File: src/rtl/xor_descrambler_if.sv
// Serial valid/ready bit channel into and out of the x^7+x^6+1 descrambler.
// The master side sources scrambled bits and sinks plain bits; the slave is the descrambler.
interface xor_descrambler_if;
  logic din;
  logic in_valid;
  logic in_ready;
  logic dout;
  logic out_valid;
  logic out_ready;
  logic out_lock;

  modport master (
    output din, in_valid, out_ready,
    input  in_ready, dout, out_valid, out_lock
  );

  modport slave (
    input  din, in_valid, out_ready,
    output in_ready, dout, out_valid, out_lock
  );
endinterface

File: src/rtl/xor_descrambler.sv
// Self-synchronizing serial descrambler: dout_k = din_k ^ din_(k-TAP_A) ^ din_(k-TAP_B),
// with a one-entry output register and a lock flag once the history holds LEN received bits.
module xor_descrambler #(
  parameter int LEN   = 7,
  parameter int TAP_A = 6,
  parameter int TAP_B = 7
) (
  input  logic clk,
  input  logic rst_n,
  input  logic clear,
  xor_descrambler_if.slave bus
);

  localparam int FILL_W = $clog2(LEN + 1);

  if (LEN < 2 || TAP_A < 1 || TAP_A >= TAP_B || TAP_B != LEN) begin : g_bad_param
    $error("xor_descrambler: invalid LEN/TAP_A/TAP_B combination");
  end

  typedef enum logic {
    S_FILL   = 1'b0,
    S_LOCKED = 1'b1
  } state_t;

  function automatic logic descramble(input logic bit_in, input logic [LEN-1:0] hist);
    return bit_in ^ hist[TAP_A-1] ^ hist[TAP_B-1];
  endfunction

  logic [LEN-1:0]    sr;
  logic [FILL_W-1:0] fill;
  state_t            state;
  logic              dout_p0;
  logic              vld_p0;
  logic              lock_p0;
  logic              accept;

  // Input side: the output register frees up in the same cycle it drains, so no bubble.
  assign bus.in_ready = !clear && (!vld_p0 || bus.out_ready);
  assign accept       = bus.in_valid && bus.in_ready;

  // Stage p0: history shift, descrambled bit, valid and lock all register together.
  always_ff @(posedge clk or negedge rst_n) begin
    if (!rst_n) begin
      sr      <= '0;
      fill    <= '0;
      state   <= S_FILL;
      dout_p0 <= 1'b0;
      vld_p0  <= 1'b0;
      lock_p0 <= 1'b0;
    end else if (clear) begin
      sr      <= '0;
      fill    <= '0;
      state   <= S_FILL;
      vld_p0  <= 1'b0;
      lock_p0 <= 1'b0;
    end else if (accept) begin
      sr      <= {sr[LEN-2:0], bus.din};
      dout_p0 <= descramble(bus.din, sr);
      vld_p0  <= 1'b1;
      if (state == S_FILL) begin
        if (fill == FILL_W'(LEN - 1)) begin
          fill    <= FILL_W'(LEN);
          state   <= S_LOCKED;
          lock_p0 <= 1'b1;
        end else begin
          fill <= fill + 1'b1;
        end
      end
    end else if (vld_p0 && bus.out_ready) begin
      vld_p0 <= 1'b0;
    end
  end

  assign bus.dout      = dout_p0;
  assign bus.out_valid = vld_p0;
  assign bus.out_lock  = lock_p0;

endmodule
File: src/flat_wrapper.sv
// flat-port wrapper written by rule: the top's interface ports become plain ports
module xor_descrambler_flat 
#(
  parameter int LEN   = 7,
  parameter int TAP_A = 6,
  parameter int TAP_B = 7
)
  (clk, rst_n, clear, bus_din, bus_in_valid, bus_out_ready, bus_in_ready, bus_dout, bus_out_valid, bus_out_lock);
  xor_descrambler_if bus_i ();
  input  logic clk;
  input  logic rst_n;
  input  logic clear;
  input wire logic [$bits(bus_i.din)-1:0] bus_din;
  input wire logic [$bits(bus_i.in_valid)-1:0] bus_in_valid;
  input wire logic [$bits(bus_i.out_ready)-1:0] bus_out_ready;
  output wire logic [$bits(bus_i.in_ready)-1:0] bus_in_ready;
  output wire logic [$bits(bus_i.dout)-1:0] bus_dout;
  output wire logic [$bits(bus_i.out_valid)-1:0] bus_out_valid;
  output wire logic [$bits(bus_i.out_lock)-1:0] bus_out_lock;
  assign bus_i.din = bus_din;
  assign bus_i.in_valid = bus_in_valid;
  assign bus_i.out_ready = bus_out_ready;
  assign bus_in_ready = bus_i.in_ready;
  assign bus_dout = bus_i.dout;
  assign bus_out_valid = bus_i.out_valid;
  assign bus_out_lock = bus_i.out_lock;
  xor_descrambler #(.LEN(LEN), .TAP_A(TAP_A), .TAP_B(TAP_B)) u_core (.clk(clk), .rst_n(rst_n), .clear(clear), .bus(bus_i));
endmodule
File: config.mk
export PLATFORM = sky130hd
export DESIGN_NAME = xor_descrambler_flat
export DESIGN_NICKNAME = d
export VERILOG_FILES = /design/src/rtl/xor_descrambler_if.sv /design/src/rtl/xor_descrambler.sv /design/src/flat_wrapper.sv
export SDC_FILE = /design/constraint.sdc
export NUM_CORES = 1
export LEC_CHECK = 0
export CAP_MARGIN = 40
export CORE_UTILIZATION = 51
export CTS_CLUSTER_DIAMETER = 100
export CTS_CLUSTER_SIZE = 25
export DETAILED_ROUTE_END_ITERATION = 8
export PLACE_DENSITY = 0.75
export SLEW_MARGIN = 40
export SYNTH_ARGS = -nofsm -noshare
export SYNTH_HDL_FRONTEND = slang
export SYNTH_SLANG_ARGS = --single-unit
File: constraint.sdc
create_clock -name clk -period 1.4 [get_ports clk]
set_clock_uncertainty 0.2 [all_clocks]
set_input_delay 0.28 -clock clk [delete_from_list [all_inputs] [get_ports clk]]
set_output_delay 0.28 -clock clk [all_outputs]
set_load 0.005 [all_outputs]
After elaboration in Yosys (flattened, before gate mapping)
Index checks and enable logic that the tools add are counted.
{"block": "word_totals", "ff_bits": 14, "input_bits": 6, "output_inout_bits": 4, "word_cells": 41}
{"block": "classes", "n_addsub": 1, "eq_ne": 2, "mux": 17, "bitwise": 3, "n_reduce_logical": 12}
{"cell": "2-to-1 mux 7 bit", "count": 2}
{"cell": "2-to-1 mux 3 bit", "count": 4}
{"cell": "2-to-1 mux 1 bit", "count": 11}
{"cell": "AND reduction 2 bit", "count": 2}
{"cell": "nonzero test 2 bit", "count": 2}
{"cell": "adder 3 x 1 -> 3 bit (second input constant)", "count": 1}
{"cell": "equality test 3 bit (second input constant)", "count": 1}
{"cell": "logical AND 1 bit", "count": 3}
{"cell": "AND reduction 3 bit", "count": 1}
{"cell": "nonzero test 3 bit", "count": 1}
{"cell": "zero test 1 bit", "count": 2}
{"cell": "inequality test 2 bit (second input constant)", "count": 1}
{"cell": "bitwise XOR 1 bit", "count": 2}
{"cell": "logical OR 1 bit", "count": 1}
{"cell": "NOT 1 bit", "count": 1}

Depth between registers and ports, before layout
Gate-level depths: netlist (run 1).
{"block": "logic_depth", "depth_word": 6, "ltp_mapped": 4, "ltp_nobuf": 4}

Worst setup path before layout (run 1)
Ideal clock, no wire load.
{"block": "synth_timing", "path_kind": "reg2reg", "from": "reg u_core.vld_p0, in the netlist u_core.bus.out_valid", "to": "reg u_core.dout_p0, in the netlist u_core.bus.dout", "setup_ns": 0.125, "arrival_ns": 0.996, "required_time_ns": 1.075, "slack_ns": 0.079, "path_stages_with_launch": 4, "n_path_buf": 0, "synth_period_minus_slack_ns": 1.321, "path_cell_list": "dfrtp_1 > nand2b_2 > and2_4 > mux2_4"}
{"block": "synth_via", "elab_chain_cells": 5}
{"element": "from (decl)", "line": "xor_descrambler.sv:33", "rtl": "logic vld_p0;"}
{"element": "from (signal assigned)", "line": "xor_descrambler.sv:48", "rtl": "vld_p0 <= 1'b0;"}
{"element": "from (signal assigned)", "line": "xor_descrambler.sv:54", "rtl": "vld_p0 <= 1'b0;"}
{"element": "from (signal assigned)", "line": "xor_descrambler.sv:59", "rtl": "vld_p0 <= 1'b1;"}
{"element": "zero test 1 bit", "line": "xor_descrambler.sv:38", "rtl": "assign bus.in_ready = !clear && (!vld_p0 || bus.out_ready);"}
{"element": "logical OR 1 bit", "line": "xor_descrambler.sv:38"}
{"element": "logical AND 1 bit", "line": "xor_descrambler.sv:38"}
{"element": "logical AND 1 bit", "line": "xor_descrambler.sv:39", "rtl": "assign accept = bus.in_valid && bus.in_ready;"}
{"element": "AND reduction 2 bit (no line)"}
{"element": "to (signal assigned)", "line": "xor_descrambler.sv:58", "rtl": "dout_p0 <= descramble(bus.din, sr);"}
{"element": "to (decl)", "line": "xor_descrambler.sv:32", "rtl": "logic dout_p0;"}
Every way passes these cells.
A chain may end at the register's enable or synchronous reset.

Final worst setup path (run 1)
{"block": "layout_timing", "from": "reg u_core.vld_p0, in the netlist u_core.bus.out_valid", "to": "out bus_in_ready"}
{"block": "layout_via", "elab_chain_cells": 3}
{"element": "zero test 1 bit", "line": "xor_descrambler.sv:38"}
{"element": "logical OR 1 bit", "line": "xor_descrambler.sv:38"}
{"element": "logical AND 1 bit", "line": "xor_descrambler.sv:38"}
{"element": "to (decl)", "line": "flat_wrapper.sv:16", "rtl": "output wire logic [$bits(bus_i.in_ready)-1:0] bus_in_ready;"}
Every way passes these cells.

==> results of run 1 <==
-- per-layer routing --
metal  vias to the layer above  wire [um]  global-route usage
met5                         -          0                   0
met4                         0         26               0.103
met3                         4         52              0.0341
met2                        16        800               0.381
met1                       277        661               0.240
li1                        272          -                   -
-- logic make-up after synthesis --
logic type      Yosys count  share of synthesized area
compound gates            9                     0.0865
xor+xnor                  2                     0.0242
fa+ha+maj                 2                     0.0346
buf+inv                   4                     0.0225
flops                    14                      0.484
mux                       6                      0.118
simple gates             26                      0.230
-- worst min-delay path by stage --
stage | startpoint | to | slack (ns) | cells after the start
floorplan | rst_n | u_core.bus.dout | -0.22 | 0
global placement | u_core.sr[4] | u_core.sr[5] | 0.28 | 1
detailed placement | u_core.sr[3] | u_core.sr[4] | 0.29 | 1
CTS | rst_n | u_core.bus.out_valid | 0.11 | 2
global route | rst_n | u_core.bus.out_valid | 0.14 | 2
finish | rst_n | u_core.bus.out_valid | 0.11 | 2
-- power by group through the flow --
stage	Clock (uW)	Combinational, uW	Sequential [uW]
final	290	155	432
after global routing	315	168	434
after floorplan	0	58.6	438
after detailed placement	0	136	440
after CTS	300	146	431
after global placement	0	133	438
-- through the flow --
step	setup TNS, ns	instances
after floorplan	0	63
after global placement	-5.30	97
after detailed placement	-5.48	97
after CTS	-0.507	104
after global routing	-0.326	105
final	-0.125	105
-- synth_stat cells (all sizes together) --
library cell and n:
buf 1, nor2b 5, mux2 5, inv 3, xnor2 2, a31oi 1
o21ai 4, o22ai 1, dfrtp 14, a21oi 1, nand2b 6, or3 1
o32ai 1, mux2i 1, and2 1, a311oi 1, nand3 4, ha 2
nor2 4, nand2 2, and2b 3
-- repair_timing --
action	CTS	global route
endpoints found under the hold margin	0	0
endpoints found under the setup margin	15	15
setup buffers	3	2
gates resized for setup	19	10
pin swaps	3	3
-- sequential cells by signal, summed over array words and instances (netlist names) --
signal,count
u_core.bus.dout,1
u_core.bus.out_lock,1
u_core.bus.out_valid,1
u_core.fill,3
u_core.sr,7
u_core.state,1
-- layout make-up --
cell class / count / share of cell area
multi-input cells: 45 / 0.395
flip-flops and latches: 14 / 0.342
repair buffers: 24 / 0.198
clock buffers: 4 / 0.0355
well taps: 15 / 0.0183
inverters: 3 / 0.0110
-- critical path, delay by kind of cell (launching register included) --
family	cells	cell delay [ns]
buffers and inverters	1	0.12
flip-flops	1	0.40
AND/OR/NAND/NOR	2	0.23
-- placed cells by master, fill, tap and decap left out, types with 2 or more instances in the layout --
cell type        instances
and2b_1                  3
buf_4                   13
buf_6                    3
clkbuf_4                 3
clkdlybuf4s15_1          2
clkdlybuf4s50_1          2
dfrtp_1                 14
dlygate4sd2_1            3
inv_1                    3
mux2_4                   5
nand2b_1                 5
nand3_1                  4
nor2_1                   4
nor2b_1                  2
nor2b_4                  3
o21ai_1                  3
xnor2_1                  2
==> run_results.csv, run 1 <==
group,metric,value,unit
sta,max_clock_freq,659,MHz
sta,rsz0062_at_grt,"yes",
critical_path,cp-end-kind,"primary output",
routing,routed_wl,1540,um
floorplan,rows,13,
power_and_ir_drop,clkPwrFrac,0.331,
floorplan,die_h,39.7,um
cells_and_area,register_area,350,sq um
cells_and_area,num-nets-final,99,
critical_path,ff2ff_path_depth,4,
cells_and_area,nFillCells,79,
critical_path,crit_type,"register to primary output",
critical_path,crit_fanout,2,
logic_synthesis,yosys.cell_types.count,25,
cells_and_area,n_antenna_cell,0,
floorplan,pin_count,10,
sta,min_period,1.52,ns
critical_path,crit_path_start_kind,"register",
cts,clockBufferDepth,2,
cts,htree_num_levels,1,
routing,via_count,569,
global_route,grt_pass1_vias,530,
routing,drc,0,
critical_path,critPathCapture,"bus_in_ready",
status,violations,"setup timing",
sta,slew_headroom,0.849,
sta,final-hold-violation-count,0,
floorplan,start_util,0.549,
hold_path,hold_class,"input pin to asynchronous set/reset pin",
power_and_ir_drop,ir_drop,577,uV
critical_path,crit_arrival,1.04,ns
critical_path,reg2reg_to,"u_core.fill[2]",
placement,dpl_worst_slack,-0.512,ns
cells_and_area,multi_input_area,404,sq um
sta,fin_ws,-0.118,ns
critical_path,crit_chain,"nor2b_4 -> nor2_1 -> buf_2",
logic_synthesis,syn-cell-area,723,sq um
power_and_ir_drop,seqPwrFrac,0.493,
status,outcome,"finished, violations left",
logic_synthesis,ys_ff_latch,14,
sta,slew_viol_final,0,
cells_and_area,fin_area,1020,sq um
global_route,grt_start_max_net_pins,15,
cells_and_area,area_delta_synth_final,41.5,%
cts,cts_tree,"built",
floorplan,die_x,39.7,um
floorplan,coreArea,1320,sq um
routing,drt-initial-drc-count,10,
placement,port-buffer-count,9,
global_route,grt_pass1_wl,2110,um
cells_and_area,utilization,0.777,
cts,cts_buffers,3,
routing,drt-wirelength-per-cell,14.7,um
routing,vias_per_cell,5.42,
critical_path,critPathLaunch,"u_core.bus.out_valid",
logic_synthesis,ys_warn_count,0,
cts,hold_buffers,0,
cells_and_area,drive_gt1_frac,0.411,
logic_synthesis,synth_area_leaders,"dfrtp_1 48%, mux2_4 10%, nand2b_1 4.3%",
critical_path,regToRegSetupSlack,-0.01,ns
logic_synthesis,syn_avg_cell_area,11.5,sq um
floorplan,die_area,1570,sq um
critical_path,cpMaxStageDelayCell,"dfrtp_1",
power_and_ir_drop,comb_power_share,0.176,
logic_synthesis,yosysSeqAreaShare,0.484,
sta,finalCritPeriodShare,1.08,
logic_synthesis,synth.top_cell.area_share,0.484,
logic_synthesis,synth_top_cell_by_area,"dfrtp_1",
global_route,overflow,0,
flow_run,max_cap_viol_count,0,
critical_path,slowest_delay,0.40,ns
power_and_ir_drop,swShare,0.238,
cts,root_buffer,"clkbuf_4",
cts,numClockSinks,14,
sta,hold_slack,0.109,ns
routing,ant_nets,0,
power_and_ir_drop,power_density,856,nW/um^2
placement,dp_hpwl,1070,um
global_route,antenna_found_initial,0,
placement,place_congestion,0.828,
power_and_ir_drop,switching_power,209,uW
cts,clk_pin_slew,0.09,ns
sta,setup_viol,2,
power_and_ir_drop,p_int,668,uW
sta,worstMarginPinSlew,0.225,ns
power_and_ir_drop,power.static_leakage,0.000497,uW
critical_path,cp.required,0.92,ns
critical_path,r2r-start,"u_core.fill[0]",
power_and_ir_drop,finalPower,877,uW
placement,placed_area,910,sq um
logic_synthesis,syn_inst,63,
logic_synthesis,synth_fp_nets,71,
cts,clkLatencyLatePin,0.28,ns
global_route,track_usage,0.213,
routing,dr.pass1.iters,4,
(Power assumes the default switching activity.)
==> run 2: changes to the inputs <==
--- a/config.mk
+++ b/config.mk
@@ -10,6 +10,7 @@
 export CTS_CLUSTER_DIAMETER = 100
 export CTS_CLUSTER_SIZE = 25
 export DETAILED_ROUTE_END_ITERATION = 8
+export GPL_TIMING_DRIVEN = 0
 export PLACE_DENSITY = 0.75
 export SLEW_MARGIN = 40
 export SYNTH_ARGS = -nofsm -noshare
==> run_results.csv, run 2 (synthesis results as in run 1) <==
group,metric,value,unit
critical_path,path_delay_family,"flip-flops",
flow_run,max_cap_viol_count,0,
routing,drt-initial-drc-count,7,
critical_path,cpMaxStageDelayCell,"dfrtp_1",
cells_and_area,area_delta_synth_final,26.0,%
global_route,overflow,0,
placement,dpl_worst_slack,-0.762,ns
sta,rsz0062_at_grt,"yes",
critical_path,crit_buf_inv,1,
sta,final-hold-violation-count,0,
global_route,track_usage,0.198,
cts,hold_buffers,0,
routing,dr.pass1.iters,4,
power_and_ir_drop,ir_drop,445,uV
placement,placed_area,832,sq um
routing,drc,0,
cts,clockBufferDepth,2,
cells_and_area,reg.largest.list,"u_core.sr: 7 flops, u_core.fill: 3 flops",
critical_path,cp-end-kind,"primary output",
cts,cts_tree,"built",
hold_path,hold_class,"input pin to asynchronous set/reset pin",
sta,worstMarginPinSlew,0.640,ns
cells_and_area,final_common_cell,"dfrtp_1",
floorplan,coreArea,1320,sq um
sta,hold_slack,0.198,ns
placement,port-buffer-count,9,
critical_path,crit_path_start_kind,"register",
cts,cts_buffers,3,
floorplan,die_area,1570,sq um
placement,place_congestion,0.731,
power_and_ir_drop,power_density,844,nW/um^2
global_route,grt_pass1_wl,1960,um
cts,numClockSinks,14,
cts,root_buffer,"clkbuf_4",
critical_path,crit_type,"register to primary output",
floorplan,rows,13,
critical_path,critical_path_cell_count,3,
routing,ant_nets,0,
cells_and_area,nFillCells,101,
cells_and_area,fin_area,911,sq um
power_and_ir_drop,finalPower,769,uW
sta,finalCritPeriodShare,1.04,
placement,dp_hpwl,813,um
critical_path,ff2ff_path_depth,4,
critical_path,slowest_delay,0.39,ns
sta,slew_headroom,0.572,
routing,drt-wirelength-per-cell,13.2,um
routing,via_count,512,
sta,tns,-0.0553,ns
floorplan,die_x,39.7,um
cts,clk_pin_slew,0.08,ns
routing,routed_wl,1280,um
cells_and_area,largest_register_ffs,7,
critical_path,critPathLaunch,"u_core.bus.out_valid",
floorplan,start_util,0.549,
cells_and_area,regMostFlops,"u_core.sr",
sta,slew_viol_final,0,
cells_and_area,num-nets-final,92,
power_and_ir_drop,power.static_leakage,0.000452,uW
floorplan,die_h,39.7,um
cells_and_area,n_antenna_cell,0,
critical_path,crit_chain,"nor2b_4 -> nor2_1 -> buf_2",
routing,vias_per_cell,5.28,
cells_and_area,drive_gt1_frac,0.305,
status,outcome,"finished, violations left",
cts,htree_num_levels,1,
cells_and_area,layout_common_cells,"14 x dfrtp_1, 8 x buf_4, 5 x mux2_4, 5 x nand2b_1",
sta,fin_ws,-0.0553,ns
status,violations,"setup timing",
global_route,antenna_found_initial,0,
critical_path,cp.required,0.92,ns
floorplan,pin_count,10,
sta,max_clock_freq,687,MHz
critical_path,r2r-start,"u_core.bus.out_valid",
global_route,grt_pass1_vias,418,
cts,clkLatencyLatePin,0.27,ns
critical_path,crit_arrival,0.98,ns
sta,min_period,1.46,ns
critical_path,crit_fanout,2,
sta,setup_viol,1,
global_route,grt_start_max_net_pins,15,
run 2: report_power, final:
part / switching (uW) / internal, uW / total, uW
Sequential: 10.8 / 420 / 431
Clock: 114 / 99.5 / 214
Combinational: 55.8 / 68.0 / 124
run 2: metrics by stage:
step | cells | util
5_1_grt | 97 | 0.691
3_3_place_gp | 87 | 0.632
3_5_place_dp | 87 | 0.632
2_1_floorplan | 63 | -
6_report | 97 | 0.691
4_1_cts | 96 | 0.686
run 2: final timing paths:
path	endpoint	slack, ns
setup / recovery	bus_in_ready	-0.06
hold / removal	u_core.bus.out_valid	0.20
setup reg to reg	u_core.bus.dout	0
hold reg to reg	u_core.sr[5]	0.30
max in group asynchronous	u_core.sr[4]	0.39
min in group clk	u_core.bus.out_valid	0.23
run 2: final cells by class:
cell class / count / area, sq um / area share
well taps: 15 / 18.8 / 0.0206
repair buffers: 16 / 131 / 0.144
multi-input cells: 45 / 369 / 0.405
flip-flops and latches: 14 / 350 / 0.385
inverters: 3 / 11.3 / 0.0124
plain buffers: 1 / 7.51 / 0.00824
clock buffers: 3 / 22.5 / 0.0247
run 2: per-layer routing:
metal | wire (um) | GRT usage | vias up | part of all wire
li1 | - | - | 254 | -
met1 | 638 | 0.273 | 246 | 0.50
met2 | 582 | 0.279 | 12 | 0.46
met3 | 58 | 0.0852 | 0 | 0.045
met4 | 0 | 0.0517 | 0 | 0
met5 | 0 | 0 | - | 0
run 2: repair_timing:
item | 4_1_cts | 5_1_grt
setup buffers | 6 | 1
gates resized for setup | 18 | 2
pin swaps | 0 | 2
setup endpoints to repair | 14 | 13
